File: src/rtl/branch_ctrl_pkg.sv
// branch_ctrl_pkg
// Shared definitions for the ID-stage branch controller:
//   - br_op_e     : branch opcode encodings carried on br_op
//   - state_e     : branch wait FSM state encoding
//   - br_cond_t   : the six branch conditions produced by cmp_unit
//   - CNT_W_DEF   : default performance counter width
//   - WAIT_W      : width of the wait watchdog counter
package branch_ctrl_pkg;

  typedef enum logic [2:0] {
    BR_NONE = 3'd0,
    BR_BEQ  = 3'd1,
    BR_BNE  = 3'd2,
    BR_BLEZ = 3'd3,
    BR_BGTZ = 3'd4,
    BR_BLTZ = 3'd5,
    BR_BGEZ = 3'd6,
    BR_RSVD = 3'd7
  } br_op_e;

  typedef enum logic {
    ST_IDLE = 1'b0,
    ST_WAIT = 1'b1
  } state_e;

  typedef struct packed {
    logic eq;
    logic ne;
    logic lez;
    logic gtz;
    logic ltz;
    logic gez;
  } br_cond_t;

  localparam int CNT_W_DEF = 32;
  localparam int WAIT_W    = 8;

endpackage

File: src/rtl/branch_ctrl_cmp_unit.sv
// cmp_unit
// Purely combinational branch comparator. Produces every condition the
// branch controller can select; the controller picks one by opcode.
// Ports:
//   i_rs   [31:0]  rs operand
//   i_rt   [31:0]  rt operand (only used by eq/ne)
//   o_cond         eq, ne, lez, gtz, ltz, gez
module cmp_unit
  import branch_ctrl_pkg::*;
(
  input  logic [31:0] i_rs,
  input  logic [31:0] i_rt,
  output br_cond_t    o_cond
);

  logic w_rs_zero;
  logic w_rs_neg;

  assign w_rs_zero = (i_rs == 32'd0);
  assign w_rs_neg  = i_rs[31];

  // Signed compares against zero reduce to the sign bit and a zero test.
  assign o_cond.eq  = (i_rs == i_rt);
  assign o_cond.ne  = (i_rs != i_rt);
  assign o_cond.lez = w_rs_neg | w_rs_zero;
  assign o_cond.gtz = ~w_rs_neg & ~w_rs_zero;
  assign o_cond.ltz = w_rs_neg;
  assign o_cond.gez = ~w_rs_neg;

endmodule

File: src/rtl/branch_ctrl_sat_counter.sv
// sat_counter
// Generic up-counter that sticks at all-ones instead of wrapping.
// Ports:
//   clk          rising-edge clock
//   reset        asynchronous active-high reset (clears count)
//   i_inc        increment request this cycle
//   o_cnt [W-1:0] current count
module sat_counter #(
  parameter int W = 32
) (
  input  logic         clk,
  input  logic         reset,
  input  logic         i_inc,
  output logic [W-1:0] o_cnt
);

  logic [W-1:0] r_cnt;

  // NOTE: state registers use non-blocking assignments so every flop samples
  // pre-edge values regardless of process evaluation order.
  always_ff @(posedge clk or posedge reset) begin
    if (reset)
      r_cnt <= '0;
    else if (i_inc && !(&r_cnt))
      r_cnt <= r_cnt + 1'b1;
  end

  assign o_cnt = r_cnt;

endmodule

File: src/rtl/branch_ctrl.sv
// branch_ctrl
// ID-stage branch resolution for the pipelined MIPS core. Decodes br_op,
// holds the branch while its operands are not yet forwarded, resolves it
// combinationally once they are, and keeps the delay-slot flag, a wait
// watchdog and saturating performance counters.
// Ports:
//   clk, reset                 clock / async active-high reset
//   id_valid, br_op            instruction in ID and its branch opcode
//   rs_val, rt_val             forwarded operands
//   rs_ready, rt_ready         operand finality flags
//   ext_stall, flush           other hazard stall / ID flush
//   pc_id, imm16               branch PC and offset field
//   stall, taken, npc          combinational stall request, outcome, target
//   in_delay_slot, timeout     registered delay-slot flag / sticky watchdog
//   br_cnt, taken_cnt, stall_cnt  saturating performance counters
module branch_ctrl
  import branch_ctrl_pkg::*;
#(
  parameter int MAX_WAIT = 15,
  parameter int CNT_W    = CNT_W_DEF
) (
  input  logic             clk,
  input  logic             reset,
  input  logic             id_valid,
  input  logic [2:0]       br_op,
  input  logic [31:0]      rs_val,
  input  logic [31:0]      rt_val,
  input  logic             rs_ready,
  input  logic             rt_ready,
  input  logic             ext_stall,
  input  logic             flush,
  input  logic [31:0]      pc_id,
  input  logic [15:0]      imm16,
  output logic             stall,
  output logic             taken,
  output logic [31:0]      npc,
  output logic             in_delay_slot,
  output logic             timeout,
  output logic [CNT_W-1:0] br_cnt,
  output logic [CNT_W-1:0] taken_cnt,
  output logic [CNT_W-1:0] stall_cnt
);

  localparam logic [WAIT_W-1:0] MAX_WAIT_C = WAIT_W'(MAX_WAIT);

  state_e             r_state;
  state_e             w_state_nxt;
  logic [WAIT_W-1:0]  r_wait_cnt;
  logic [WAIT_W-1:0]  w_wait_inc;
  logic               r_timeout;
  logic               r_in_ds;

  br_op_e   w_op;
  br_cond_t w_cond;
  logic     w_valid_op;
  logic     w_need_rt;
  logic     w_cond_sel;
  logic     w_is_br;
  logic     w_ops_ready;
  logic     w_resolve;

  assign w_op = br_op_e'(br_op);

  cmp_unit u_cmp (
    .i_rs   (rs_val),
    .i_rt   (rt_val),
    .o_cond (w_cond)
  );

  // Opcode decode. NOTE: every signal written here gets a default first so
  // no path through the case leaves it unassigned and infers a latch.
  always_comb begin
    w_valid_op = 1'b0;
    w_need_rt  = 1'b0;
    w_cond_sel = 1'b0;
    case (w_op)
      BR_BEQ:  begin w_valid_op = 1'b1; w_need_rt = 1'b1; w_cond_sel = w_cond.eq;  end
      BR_BNE:  begin w_valid_op = 1'b1; w_need_rt = 1'b1; w_cond_sel = w_cond.ne;  end
      BR_BLEZ: begin w_valid_op = 1'b1; w_cond_sel = w_cond.lez; end
      BR_BGTZ: begin w_valid_op = 1'b1; w_cond_sel = w_cond.gtz; end
      BR_BLTZ: begin w_valid_op = 1'b1; w_cond_sel = w_cond.ltz; end
      BR_BGEZ: begin w_valid_op = 1'b1; w_cond_sel = w_cond.gez; end
      default: ;  // BR_NONE and the reserved code are not branches
    endcase
  end

  assign w_is_br     = id_valid && w_valid_op && !flush;
  assign w_ops_ready = rs_ready && (!w_need_rt || rt_ready);
  assign w_resolve   = w_is_br && w_ops_ready && !ext_stall;

  // FSM: state register
  always_ff @(posedge clk or posedge reset) begin
    if (reset) r_state <= ST_IDLE;
    else       r_state <= w_state_nxt;
  end

  // FSM: next state. A ready branch blocked only by ext_stall stays in WAIT.
  always_comb begin
    w_state_nxt = r_state;
    case (r_state)
      ST_IDLE: if (stall) w_state_nxt = ST_WAIT;
      ST_WAIT: if (w_resolve || !id_valid || flush) w_state_nxt = ST_IDLE;
      default: w_state_nxt = ST_IDLE;
    endcase
  end

  // FSM: outputs. Resolution is zero-latency, so these depend on inputs only.
  always_comb begin
    stall = w_is_br && !w_ops_ready;
    taken = w_resolve && w_cond_sel;
    npc   = pc_id + 32'd4 + {{14{imm16[15]}}, imm16, 2'b00};
  end

  // Wait watchdog: counts cycles spent in WAIT. The cycle being counted is
  // a WAIT cycle even if it is also the one that leaves WAIT, so the
  // timeout check uses the incremented value before the clear-on-exit.
  assign w_wait_inc = (&r_wait_cnt) ? r_wait_cnt : r_wait_cnt + 1'b1;

  always_ff @(posedge clk or posedge reset) begin
    if (reset) begin
      r_wait_cnt <= '0;
      r_timeout  <= 1'b0;
    end else if (r_state == ST_WAIT) begin
      r_wait_cnt <= (w_state_nxt == ST_WAIT) ? w_wait_inc : '0;
      if (w_wait_inc == MAX_WAIT_C) r_timeout <= 1'b1;
    end else begin
      r_wait_cnt <= '0;
    end
  end

  // Delay-slot flag: the instruction after any resolved branch sits in the
  // slot; a plain advance clears it; a stalled ID holds it; flush wins.
  always_ff @(posedge clk or posedge reset) begin
    if (reset)
      r_in_ds <= 1'b0;
    else if (flush)
      r_in_ds <= 1'b0;
    else if (w_resolve)
      r_in_ds <= 1'b1;
    else if (id_valid && !stall && !ext_stall)
      r_in_ds <= 1'b0;
  end

  assign in_delay_slot = r_in_ds;
  assign timeout       = r_timeout;

  sat_counter #(.W(CNT_W)) u_br_cnt (
    .clk (clk), .reset (reset), .i_inc (w_resolve), .o_cnt (br_cnt)
  );

  sat_counter #(.W(CNT_W)) u_taken_cnt (
    .clk (clk), .reset (reset), .i_inc (taken), .o_cnt (taken_cnt)
  );

  sat_counter #(.W(CNT_W)) u_stall_cnt (
    .clk (clk), .reset (reset), .i_inc (stall), .o_cnt (stall_cnt)
  );

endmodule
File: config.mk
export PLATFORM = sky130hd
export DESIGN_NAME = branch_ctrl
export DESIGN_NICKNAME = d
export VERILOG_FILES = /design/src/rtl/branch_ctrl_pkg.sv /design/src/rtl/branch_ctrl_cmp_unit.sv /design/src/rtl/branch_ctrl_sat_counter.sv /design/src/rtl/branch_ctrl.sv
export SDC_FILE = /design/constraint.sdc
export NUM_CORES = 1
export LEC_CHECK = 0
export CAP_MARGIN = 20
export CORE_ASPECT_RATIO = 1.75
export CORE_MARGIN = 5
export CORE_UTILIZATION = 48
export DETAILED_ROUTE_END_ITERATION = 8
export PLACE_DENSITY = 0.9
export SYNTH_ARGS = -nofsm -noshare
export SYNTH_HDL_FRONTEND = slang
export SYNTH_HIERARCHICAL = 1
export SYNTH_SLANG_ARGS = --single-unit
export TNS_END_PERCENT = 100
File: constraint.sdc
create_clock -name clk -period 4.4 [get_ports clk]
set_input_delay 0.88 -clock clk [delete_from_list [all_inputs] [get_ports clk]]
set_output_delay 0.88 -clock clk [all_outputs]
set_load 0.01 [all_outputs]
After elaboration in Yosys (flattened, before gate mapping)
Index checks and enable logic that the tools add are counted.
{ "word_totals": {"reg_bits": 107, "word_cells": 72} }
{ "classes": {"add_sub_neg": 6, "eq_ne": 9, "n_mux": 12, "n_bitwise": 5, "reduce_logical": 33} }
{ "ops": {"columns": ["operator", "count"], "rows": [
  ["32-bit by 1-bit adder with 32-bit output, second input constant", 3],
  ["32-bit AND reduction", 3],
  ["32-bit by 3-bit adder with 32-bit output, second input constant", 1],
  ["32-bit adder", 1],
  ["32-bit == test", 1],
  ["32-bit logical NOT", 1],
  ["32-bit != test", 1],
  ["8-bit 2-to-1 mux", 3],
  ["1-bit logical AND", 12],
  ["3-bit == test, second input constant", 3],
  ["1-bit logical NOT", 9],
  ["8-bit by 1-bit adder with 8-bit output, second input constant", 1],
  ["8-bit by 4-bit == test with 1-bit output, second input constant", 1],
  ["8-bit AND reduction", 1],
  ["1-bit 2-to-1 mux", 7],
  ["3-bit by 2-bit == test with 1-bit output, second input constant", 2],
  ["1-bit one-hot mux with 6 select lines", 1],
  ["6-bit OR reduction", 1],
  ["3-bit by 1-bit == test with 1-bit output, second input constant", 1],
  ["1-bit logical OR", 3],
  ["1-bit inverter", 3],
  ["3-bit nonzero test", 1],
  ["1-bit one-hot mux with 2 select lines", 1],
  ["2-bit AND reduction", 1],
  ["3 further kinds", 3]
]} }

Depth between registers and ports, before layout
Gate-level depths: netlist of run 1.
{ "logic_depth": {"word_depth": 14, "ltp_mapped": 12, "depth_no_buf": 12} }

Hierarchy
The synthesis of run 1 kept the hierarchy.
{ "modules_own_cells": {"columns": ["mod", "n_inst", "cells_each", "area_each_um2", "seq_area_each_um2"], "rows": [
  ["sat_counter", 3, 155, 1665.3, 800.8],
  ["branch_ctrl", 1, 320, 2580.0, 275.3],
  ["cmp_unit", 1, 58, 444.2, 0.0]
]} }

Worst setup path before layout of run 1
Ideal clock, no wire load.
{ "synth_path": {"kind": "in2out", "start": "input pc_id[3]", "end": "output npc[27]", "arrival_time_ns": 3.090, "path_slack_ns": 0.430, "cell_stages": 9, "cell_sequence": "ha_1 > ha_1 > fa_1 > a211oi_2 > o211ai_2 > a21oi_2 > o311ai_4 > a311o_1 > xor2_1"} }
{ "synth_between": {"elab_chain_cells": 2} }
{ "synth_lines": {"columns": ["item", "line", "source"], "rows": [
  ["start: declaration", "branch_ctrl.sv:32", "input logic [31:0] pc_id,"],
  ["32-bit by 3-bit adder with 32-bit output", "branch_ctrl.sv:111", "npc = pc_id + 32'd4 + {{14{imm16[15]}}, imm16, 2'b00};"],
  ["32-bit adder", "branch_ctrl.sv:111", null],
  ["end: declaration", "branch_ctrl.sv:36", "output logic [31:0] npc,"]
]} }
Every way passes these cells.

Worst setup path in the final report of run 1
{ "layout_path": {"start": "input pc_id[17]", "end": "output npc[28]"} }
The elaborated chain is that of the path after synthesis.

==> insert_results.sql, run 1 <==
INSERT INTO impl_metrics (metric_group, metric, value, unit) VALUES
('sta', 'max_slew.worst_pin.slew', '0.6170', 'ns'),
('outcome', 'outcome', 'finished, violations left', ''),
('yosys', 'seq_area_frac_synth', '33.39', '%'),
('cts', 'worstSkewPairLatency', '0.34', 'ns'),
('worst_setup_path', 'timing.critical_path.arrival', '3.56', 'ns'),
('yosys', 'ys_warn_count', '6', ''),
('worst_setup_path', 'r2r_slack', '2.08', 'ns'),
('worst_setup_path', 'worstPathCellList', 'clkdlybuf4s50_1 > ha_1 > ha_1 > a21oi_2 > o21ai_1 > o211ai_1 > buf_4 > a21oi_1 > a21oi_1 > xnor2_1 > dlygate4sd2_1', ''),
('placed_design', 'placement.io_buffers', '249', ''),
('floorplan', 'starting_utilization_of_the_core_area', '48.77', '%'),
('worst_hold_path', 'min-delay-path-class', 'flip-flop to flip-flop', ''),
('worst_setup_path', 'setup.worst_path.start_class', 'input port', ''),
('floorplan', 'die_area', '0.01950', 'mm^2'),
('global_route', 'total_global_routing_overflow', '0', ''),
('power', 'peakVddDrop', '0.0002007', 'V'),
('sta', 'final_max_slew_violation_count', '0', ''),
('worst_setup_path', 'crit_path_max_fanout', '4', ''),
('route', 'vias', '8307', ''),
('power', 'leakage_power', '5.312', 'nW'),
('worst_setup_path', 'crit-reg2reg-capture', 'u_br_cnt/o_cnt[27]', ''),
('sta', 'worst_slack', '-0.04209', 'ns'),
('yosys', 'synth_mux_area_share', '0.9048', '%'),
('cts', 'maximum_root_to_sink_buffer_count', '2', ''),
('cells_and_area', 'drive_above_1_share', '18.41', '%'),
('power', 'power-per-cell-area', '252.3', 'mW/mm^2'),
('worst_hold_path', 'worst_hold_path.num_cells', '1', ''),
('cts', 'cts_inserted_buffers', '9', ''),
('global_route', 'via_count_of_the_first_global_routing_pass', '8513', ''),
('yosys', 'synth_largest_area_cell', 'sky130_fd_sc_hd__dfrtp_1', ''),
('cts', 'cts_num_sinks', '107', ''),
('flow_run', 'cap_violations', '0', ''),
('worst_setup_path', 'max_stage_delay_cell_worst_path', 'sky130_fd_sc_hd__clkdlybuf4s50_1', ''),
('route', 'final_routed_drc_violation_total', '0', ''),
('global_route', 'largest_net_degree_at_the_start_of_global_routing', '33', ''),
('floorplan', 'die_y', '181', 'um'),
('floorplan', 'std_cell_rows', '62', ''),
('cts', 'cts.reportedPaths.clkPinSlew', '0.07', 'ns'),
('outcome', 'failing_checks', 'setup timing', ''),
('sta', 'skew', '0.01258', 'ns'),
('sta', 'final_hold_vios', '0', ''),
('worst_setup_path', 'timing_worst_setup_path_type', 'input port to primary output', ''),
('cells_and_area', 'fin_nets', '1358', ''),
('worst_setup_path', 'critical_path.max_stage_delay', '0.44', 'ns'),
('cts', 'cts_root_buf', 'sky130_fd_sc_hd__clkbuf_16', ''),
('route', 'ant_nets', '0', ''),
('sta', 'setup-tns-final', '-0.1127', 'ns'),
('worst_setup_path', 'crit_required', '3.52', 'ns'),
('yosys', 'fraction_of_synthesized_cell_area_taken_by_the_top_area_cell_type', '33.39', '%'),
('yosys', 'post_synth_and_or_nand_nor_area_fraction', '25.21', '%'),
('power', 'total_power', '0.003030', 'W'),
('route', 'finalWirelength', '28370', 'um'),
('global_route', 'grt_first_pass_wirelength', '42120', 'um'),
('yosys', 'yosys.area_share.adder', '9.891', '%'),
('route', 'post_drt_via_cell_ratio', '5.912', ''),
('cts', 'cts_tree', 'done', ''),
('floorplan', 'fp.dieW', '107.7', 'um'),
('sta', 'final_period_minus_worst_setup_slack', '4.442', 'ns'),
('yosys', 'dominant_combinational_cell_family_by_area_after_synthesis', 'simple AND/OR/NAND/NOR gates', ''),
('sta', 'final-setup-viol-count', '6', ''),
('cts', 'clock_tree.htree_level_count', '3', ''),
('yosys', 'most_instantiated_flip_flop_cell_in_the_synthesis_netlist', 'sky130_fd_sc_hd__dfrtp_1', ''),
('yosys', 'synthesized_area_fraction_occupied_by_ao_oa_aoi_and_oai_cells', '10.55', '%'),
('sta', 'fmax', '225.1', 'MHz'),
('yosys', 'synth_enable_flop_cells', '0', ''),
('worst_setup_path', 'setup.worst_path.end_class', 'primary output', ''),
('route', 'drt_pass_1_iters', '5', ''),
('worst_setup_path', 'worst_r2r_path_depth', '5', ''),
('worst_hold_path', 'hold_start', 'timeout', ''),
('worst_setup_path', 'timing.critical_path.from', 'pc_id[17]', ''),
('route', 'drt-wirelength-per-cell', '20.19', 'um'),
('floorplan', 'i_o_pin_count', '254', '');
[area by class of cell]
cell class                 count  area [um^2]
timing repair buffer         343         3178
sequential                   107         2678
tap                          224        280.3
clock buffer                  10        229.0
clock inverter                 6        61.31
inverter                      26        97.59
fill                        1154         4438
antenna                        2        5.005
multi-input combinational    687         5479
[logic make-up after synthesis]
family	after synthesis
simple gates	351
buf+inv	49
flops	107
fa+ha+maj	63
mux	6
compound gates	111
xor+xnor	156
[placed cells by master (no fill, tap or decap), types with 5 or more instances in the layout]
master	instances
sky130_fd_sc_hd__dlygate4sd2_1	17
sky130_fd_sc_hd__dlymetal6s2s_1	10
sky130_fd_sc_hd__clkdlybuf4s50_1	213
sky130_fd_sc_hd__xnor2_1	84
sky130_fd_sc_hd__a21o_1	9
sky130_fd_sc_hd__ha_1	41
sky130_fd_sc_hd__a21oi_2	7
sky130_fd_sc_hd__nor2_1	39
sky130_fd_sc_hd__and4_1	13
sky130_fd_sc_hd__nand4_1	49
sky130_fd_sc_hd__o21ai_0	13
sky130_fd_sc_hd__clkbuf_16	9
sky130_fd_sc_hd__xor2_1	69
sky130_fd_sc_hd__a31oi_1	5
sky130_fd_sc_hd__nand2_1	79
sky130_fd_sc_hd__nor3_2	28
sky130_fd_sc_hd__inv_1	25
sky130_fd_sc_hd__nor4_1	18
sky130_fd_sc_hd__a41o_1	5
sky130_fd_sc_hd__nand3_1	49
sky130_fd_sc_hd__a21oi_1	20
sky130_fd_sc_hd__mux2i_1	5
sky130_fd_sc_hd__buf_4	93
sky130_fd_sc_hd__and3_1	19
sky130_fd_sc_hd__ha_4	18
sky130_fd_sc_hd__dfrtp_1	107
sky130_fd_sc_hd__nor3_1	21
sky130_fd_sc_hd__o211ai_1	8
[worst max-delay path by stage]
| stage | end |
|---|---|
| finish | npc[28] |
| global route | npc[28] |
| CTS | npc[31] |
| detailed placement | npc[31] |
| global placement | npc[27] |
| floorplan | npc[27] |
[synth_stat cells, types with 4 or more instances]
cell / number
sky130_fd_sc_hd__buf_6: 6
sky130_fd_sc_hd__dfrtp_1: 107
sky130_fd_sc_hd__a21oi_1: 27
sky130_fd_sc_hd__xor2_1: 69
sky130_fd_sc_hd__inv_1: 26
sky130_fd_sc_hd__a41o_1: 5
sky130_fd_sc_hd__a21o_1: 9
sky130_fd_sc_hd__or3_1: 4
sky130_fd_sc_hd__o211ai_1: 8
sky130_fd_sc_hd__a211oi_1: 4
sky130_fd_sc_hd__and2_1: 4
sky130_fd_sc_hd__ha_1: 61
sky130_fd_sc_hd__nor3b_1: 4
sky130_fd_sc_hd__nand3_2: 4
sky130_fd_sc_hd__a31oi_1: 6
sky130_fd_sc_hd__nand2_1: 79
sky130_fd_sc_hd__nor2_1: 41
sky130_fd_sc_hd__and4_1: 13
sky130_fd_sc_hd__xnor2_1: 87
sky130_fd_sc_hd__and3_1: 19
sky130_fd_sc_hd__nand3_1: 49
sky130_fd_sc_hd__clkbuf_1: 9
sky130_fd_sc_hd__nor3_1: 23
sky130_fd_sc_hd__nor4_1: 19
sky130_fd_sc_hd__nor3_2: 27
sky130_fd_sc_hd__nand4_1: 49
sky130_fd_sc_hd__o21ai_0: 18
sky130_fd_sc_hd__mux2i_1: 5
[through the flow]
stage	instances	util [%]	hold WS (ns)	setup WS [ns]	cell area, um^2
2_1_floorplan	843	-	0.4439	0.4304	8020
6_report	1405	73.01	0.4777	-0.04209	12010
4_1_cts	1399	71.33	0.4855	-0.02064	11730
3_5_place_dp	1382	68.81	0.4592	-0.6014	11320
3_3_place_gp	1382	68.81	0.4571	-0.5603	11320
5_1_grt	1405	73.01	0.5111	-0.1903	12010
[power by group]
| part | internal, W | switching (W) | leakage (nW) |
|---|---|---|---|
| Clock | 0.000398 | 0.000390 | 0.138 |
| Sequential | 0.00102 | 0.0000721 | 1.45 |
| Combinational | 0.000603 | 0.000544 | 3.72 |
[per-layer routing]
metal | global-route usage, % | share of wire, % | vias to the layer above
met2 | 53.46 | 55 | 439
met1 | 24.45 | 31 | 3968
met4 | 17.95 | 7.9 | 0
li1 | - | - | 3744
met5 | 0 | 0 | -
met3 | 4.393 | 5.9 | 156
[registers in the layout, indices dropped and copies added, names as in the netlist]
register and count:
in_delay_slot 1, r_state 1, timeout 1, u_br_cnt/o_cnt 32, u_stall_cnt/o_cnt 32, u_taken_cnt/o_cnt 32, r_wait_cnt 8
[critical path, delay by kind of cell]
kind | cells | cell delay (ns)
buffers and inverters | 3 | 0.93
AOI/OAI and AO/OA | 5 | 0.86
adders and majority gates | 2 | 0.65
xor gates and xnor gates | 1 | 0.24
[what timing repair did]
item	CTS	global route
endpoints found under the setup margin	25	21
cloned	0	0
hold buffers	0	0
setup buffers	1	5
endpoints found under the hold margin	0	0
gates resized for setup	71	48
pin swaps	18	19
No activity file was read; power rests on OpenSTA's default activity.
==> run 2, diff against run 1 <==
Settings changed: CORE_UTILIZATION 48 to 25, PLACE_DENSITY 0.9 to 0.56.
==> run 2 against run 1 <==
- the flow now finishes without violations
- clock skew fell by 0.0039 ns
- core utilization fell by 34 points
- register-to-register slack improved by 0.09 ns
- largest cell class unchanged
==> insert_results.sql, run 2 (synthesis results as in run 1) <==
INSERT INTO impl_metrics (metric_group, metric, value, unit) VALUES
('global_route', 'gr-usage-all-layers', '14.06', '%'),
('worst_hold_path', 'min-delay-path-class', 'flip-flop to flip-flop', ''),
('flow_run', 'cap_violations', '0', ''),
('floorplan', 'die_area', '0.03590', 'mm^2'),
('sta', 'final_hold_vios', '0', ''),
('worst_setup_path', 'timing.critical_path.buf_inv', '4', ''),
('placed_design', 'placement.io_buffers', '249', ''),
('floorplan', 'i_o_pin_count', '254', ''),
('route', 'drt_pass_1_iters', '4', ''),
('cts', 'clock_tree.htree_level_count', '3', ''),
('placed_design', 'place_congestion', '0.8528', ''),
('sta', 'final-setup-viol-count', '0', ''),
('worst_setup_path', 'path_delay_family', 'buffers and inverters', ''),
('worst_setup_path', 'setup.worst_path.end_class', 'primary output', ''),
('route', 'final_routed_drc_violation_total', '0', ''),
('route', 'drc_violation_total_after_the_first_tritonroute_iteration', '313', ''),
('cells_and_area', 'drive_above_1_share', '20.47', '%'),
('cts', 'maximum_root_to_sink_buffer_count', '2', ''),
('sta', 'slew_headroom', '57.30', '%'),
('global_route', 'via_count_of_the_first_global_routing_pass', '8202', ''),
('cts', 'worstSkewPairLatency', '0.35', 'ns'),
('placed_design', 'place_area', '0.01164', 'mm^2'),
('route', 'post_drt_via_cell_ratio', '4.898', ''),
('cells_and_area', 'fin_nets', '1381', ''),
('outcome', 'outcome', 'complete, no violations', ''),
('global_route', 'grt_antenna_before_repair', '0', ''),
('sta', 'final_max_slew_violation_count', '0', ''),
('power', 'leakage_power', '5.404', 'nW'),
('cells_and_area', 'layout.cells.most_common_list', '215 x sky130_fd_sc_hd__clkdlybuf4s50_1, 115 x sky130_fd_sc_hd__buf_4, 107 x sky130_fd_sc_hd__dfrtp_1', ''),
('cells_and_area', 'layout.cells.most_common', 'sky130_fd_sc_hd__clkdlybuf4s50_1', ''),
('worst_setup_path', 'timing.critical_path.arrival', '3.44', 'ns'),
('route', 'finalWirelength', '26430', 'um'),
('worst_setup_path', 'crit_required', '3.52', 'ns'),
('sta', 'final_min_period_over_clock_period', '98.17', '%'),
('cts', 'cts_num_sinks', '107', ''),
('worst_setup_path', 'crit_path_max_fanout', '3', ''),
('worst_setup_path', 'setup.worst_path.start_class', 'input port', ''),
('cts', 'cts_tree', 'done', ''),
('cts', 'cts_inserted_buffers', '9', ''),
('global_route', 'total_global_routing_overflow', '0', ''),
('floorplan', 'std_cell_rows', '86', ''),
('floorplan', 'fp.dieW', '145.4', 'um'),
('cells_and_area', 'area_delta_synth_final', '54.71', '%'),
('sta', 'final_period_minus_worst_setup_slack', '4.320', 'ns'),
('worst_setup_path', 'critical_path.max_stage_delay', '0.58', 'ns'),
('cts', 'cts.reportedPaths.clkPinSlew', '0.07', 'ns'),
('sta', 'skew', '0.008665', 'ns'),
('route', 'ant_nets', '0', ''),
('route', 'vias', '7827', ''),
('worst_setup_path', 'worstReg2RegStart', 'u_taken_cnt/o_cnt[16]', ''),
('global_route', 'grt_first_pass_wirelength', '41310', 'um'),
('cells_and_area', 'antenna_cells', '0', ''),
('worst_setup_path', 'timing_worst_setup_path_type', 'input port to primary output', ''),
('floorplan', 'core', '0.03164', 'mm^2'),
('power', 'peakVddDrop', '0.0002213', 'V'),
('global_route', 'largest_net_degree_at_the_start_of_global_routing', '33', ''),
('floorplan', 'starting_utilization_of_the_core_area', '25.35', '%'),
('floorplan', 'die_y', '246.9', 'um'),
('power', 'power-per-cell-area', '242.3', 'mW/mm^2'),
('cells_and_area', 'postLayoutCellArea', '0.01241', 'mm^2'),
('placed_design', 'dp_hpwl', '21730', 'um'),
('worst_setup_path', 'timing.critical_path.from', 'pc_id[7]', ''),
('worst_setup_path', 'r2r_slack', '2.17', 'ns'),
('cts', 'cts_root_buf', 'sky130_fd_sc_hd__clkbuf_16', ''),
('sta', 'max_slew.worst_pin.slew', '0.6356', 'ns'),
('sta', 'fmax', '231.5', 'MHz'),
('worst_setup_path', 'worstPathCellList', 'clkdlybuf4s50_1 > ha_1 > ha_1 > buf_4 > nand3_1 > nor2_1 > or3_1 > buf_4 > xor2_1 > clkdlybuf4s50_1', ''),
('worst_hold_path', 'hold_start', 'timeout', ''),
('route', 'drt-wirelength-per-cell', '16.54', 'um'),
('worst_setup_path', 'max_stage_delay_cell_worst_path', 'sky130_fd_sc_hd__clkdlybuf4s50_1', ''),
('cells_and_area', 'finish.utilization', '39.22', '%');
run 2: power breakdown:
part	leakage [nW]	switching, W	internal (W)
logic	3.82	0.000496	0.000618
clock network	0.134	0.000386	0.000408
registers	1.45	0.0000756	0.00102
total	5.40	0.000958	0.00205
run 2: routing by layer:
metal	vias up	share of wire (%)	GRT usage [%]
li1	3783	-	-
met1	3728	33	12.59
met2	252	58	29.86
met4	0	3.8	6.041
met3	64	5.1	2.292
met5	-	0	0
run 2: layout make-up:
type | instances | area [um^2]
Timing Repair Buffer | 366 | 3334
Tap cell | 396 | 495.5
Multi-Input combinational cell | 687 | 5517
Inverter | 26 | 97.59
Sequential cell | 107 | 2678
Fill cell | 3182 | 19230
Clock buffer | 11 | 242.7
Clock inverter | 5 | 43.79
run 2: timing repair:
| item | CTS | global route |
|---|---|---|
| gates resized for setup | 86 | 40 |
| buffers inserted | 12 | 3 |
| gates cloned | 0 | 0 |
| hold buffers | 0 | 0 |
| pin swaps | 26 | 25 |
| endpoints found under the setup margin | 23 | 19 |
run 2: worst paths after layout:
path	to	depth (start not counted)
setup / recovery	npc[8]	10
hold / removal	timeout	1
setup reg to reg	u_taken_cnt/o_cnt[19]	5
hold reg to reg	timeout	1
max in group asynchronous	u_taken_cnt/o_cnt[26]	3
min in group asynchronous	in_delay_slot	2
run 2: through the flow:
step / total power (W) / setup TNS [ns] / setup WS, ns / hold WS, ns / instances
2_1_floorplan: 0.001546 / 0 / 0.4304 / 0.4439 / 843
3_5_place_dp: 0.002183 / -9.048 / -0.7366 / 0.4638 / 1569
5_1_grt: 0.003166 / -0.01149 / -0.006869 / 0.5258 / 1598
3_3_place_gp: 0.002176 / -8.621 / -0.7101 / 0.4617 / 1569
6_report: 0.003007 / 0 / 0.08040 / 0.4902 / 1598
4_1_cts: 0.003023 / -0.009558 / -0.009558 / 0.4940 / 1596
==> run 3, diff against run 2 <==
Settings changed: GPL_ROUTABILITY_DRIVEN set to 0.
==> results of run 3 <==
Final layout, timing and power as in run 2 (identical DEF).
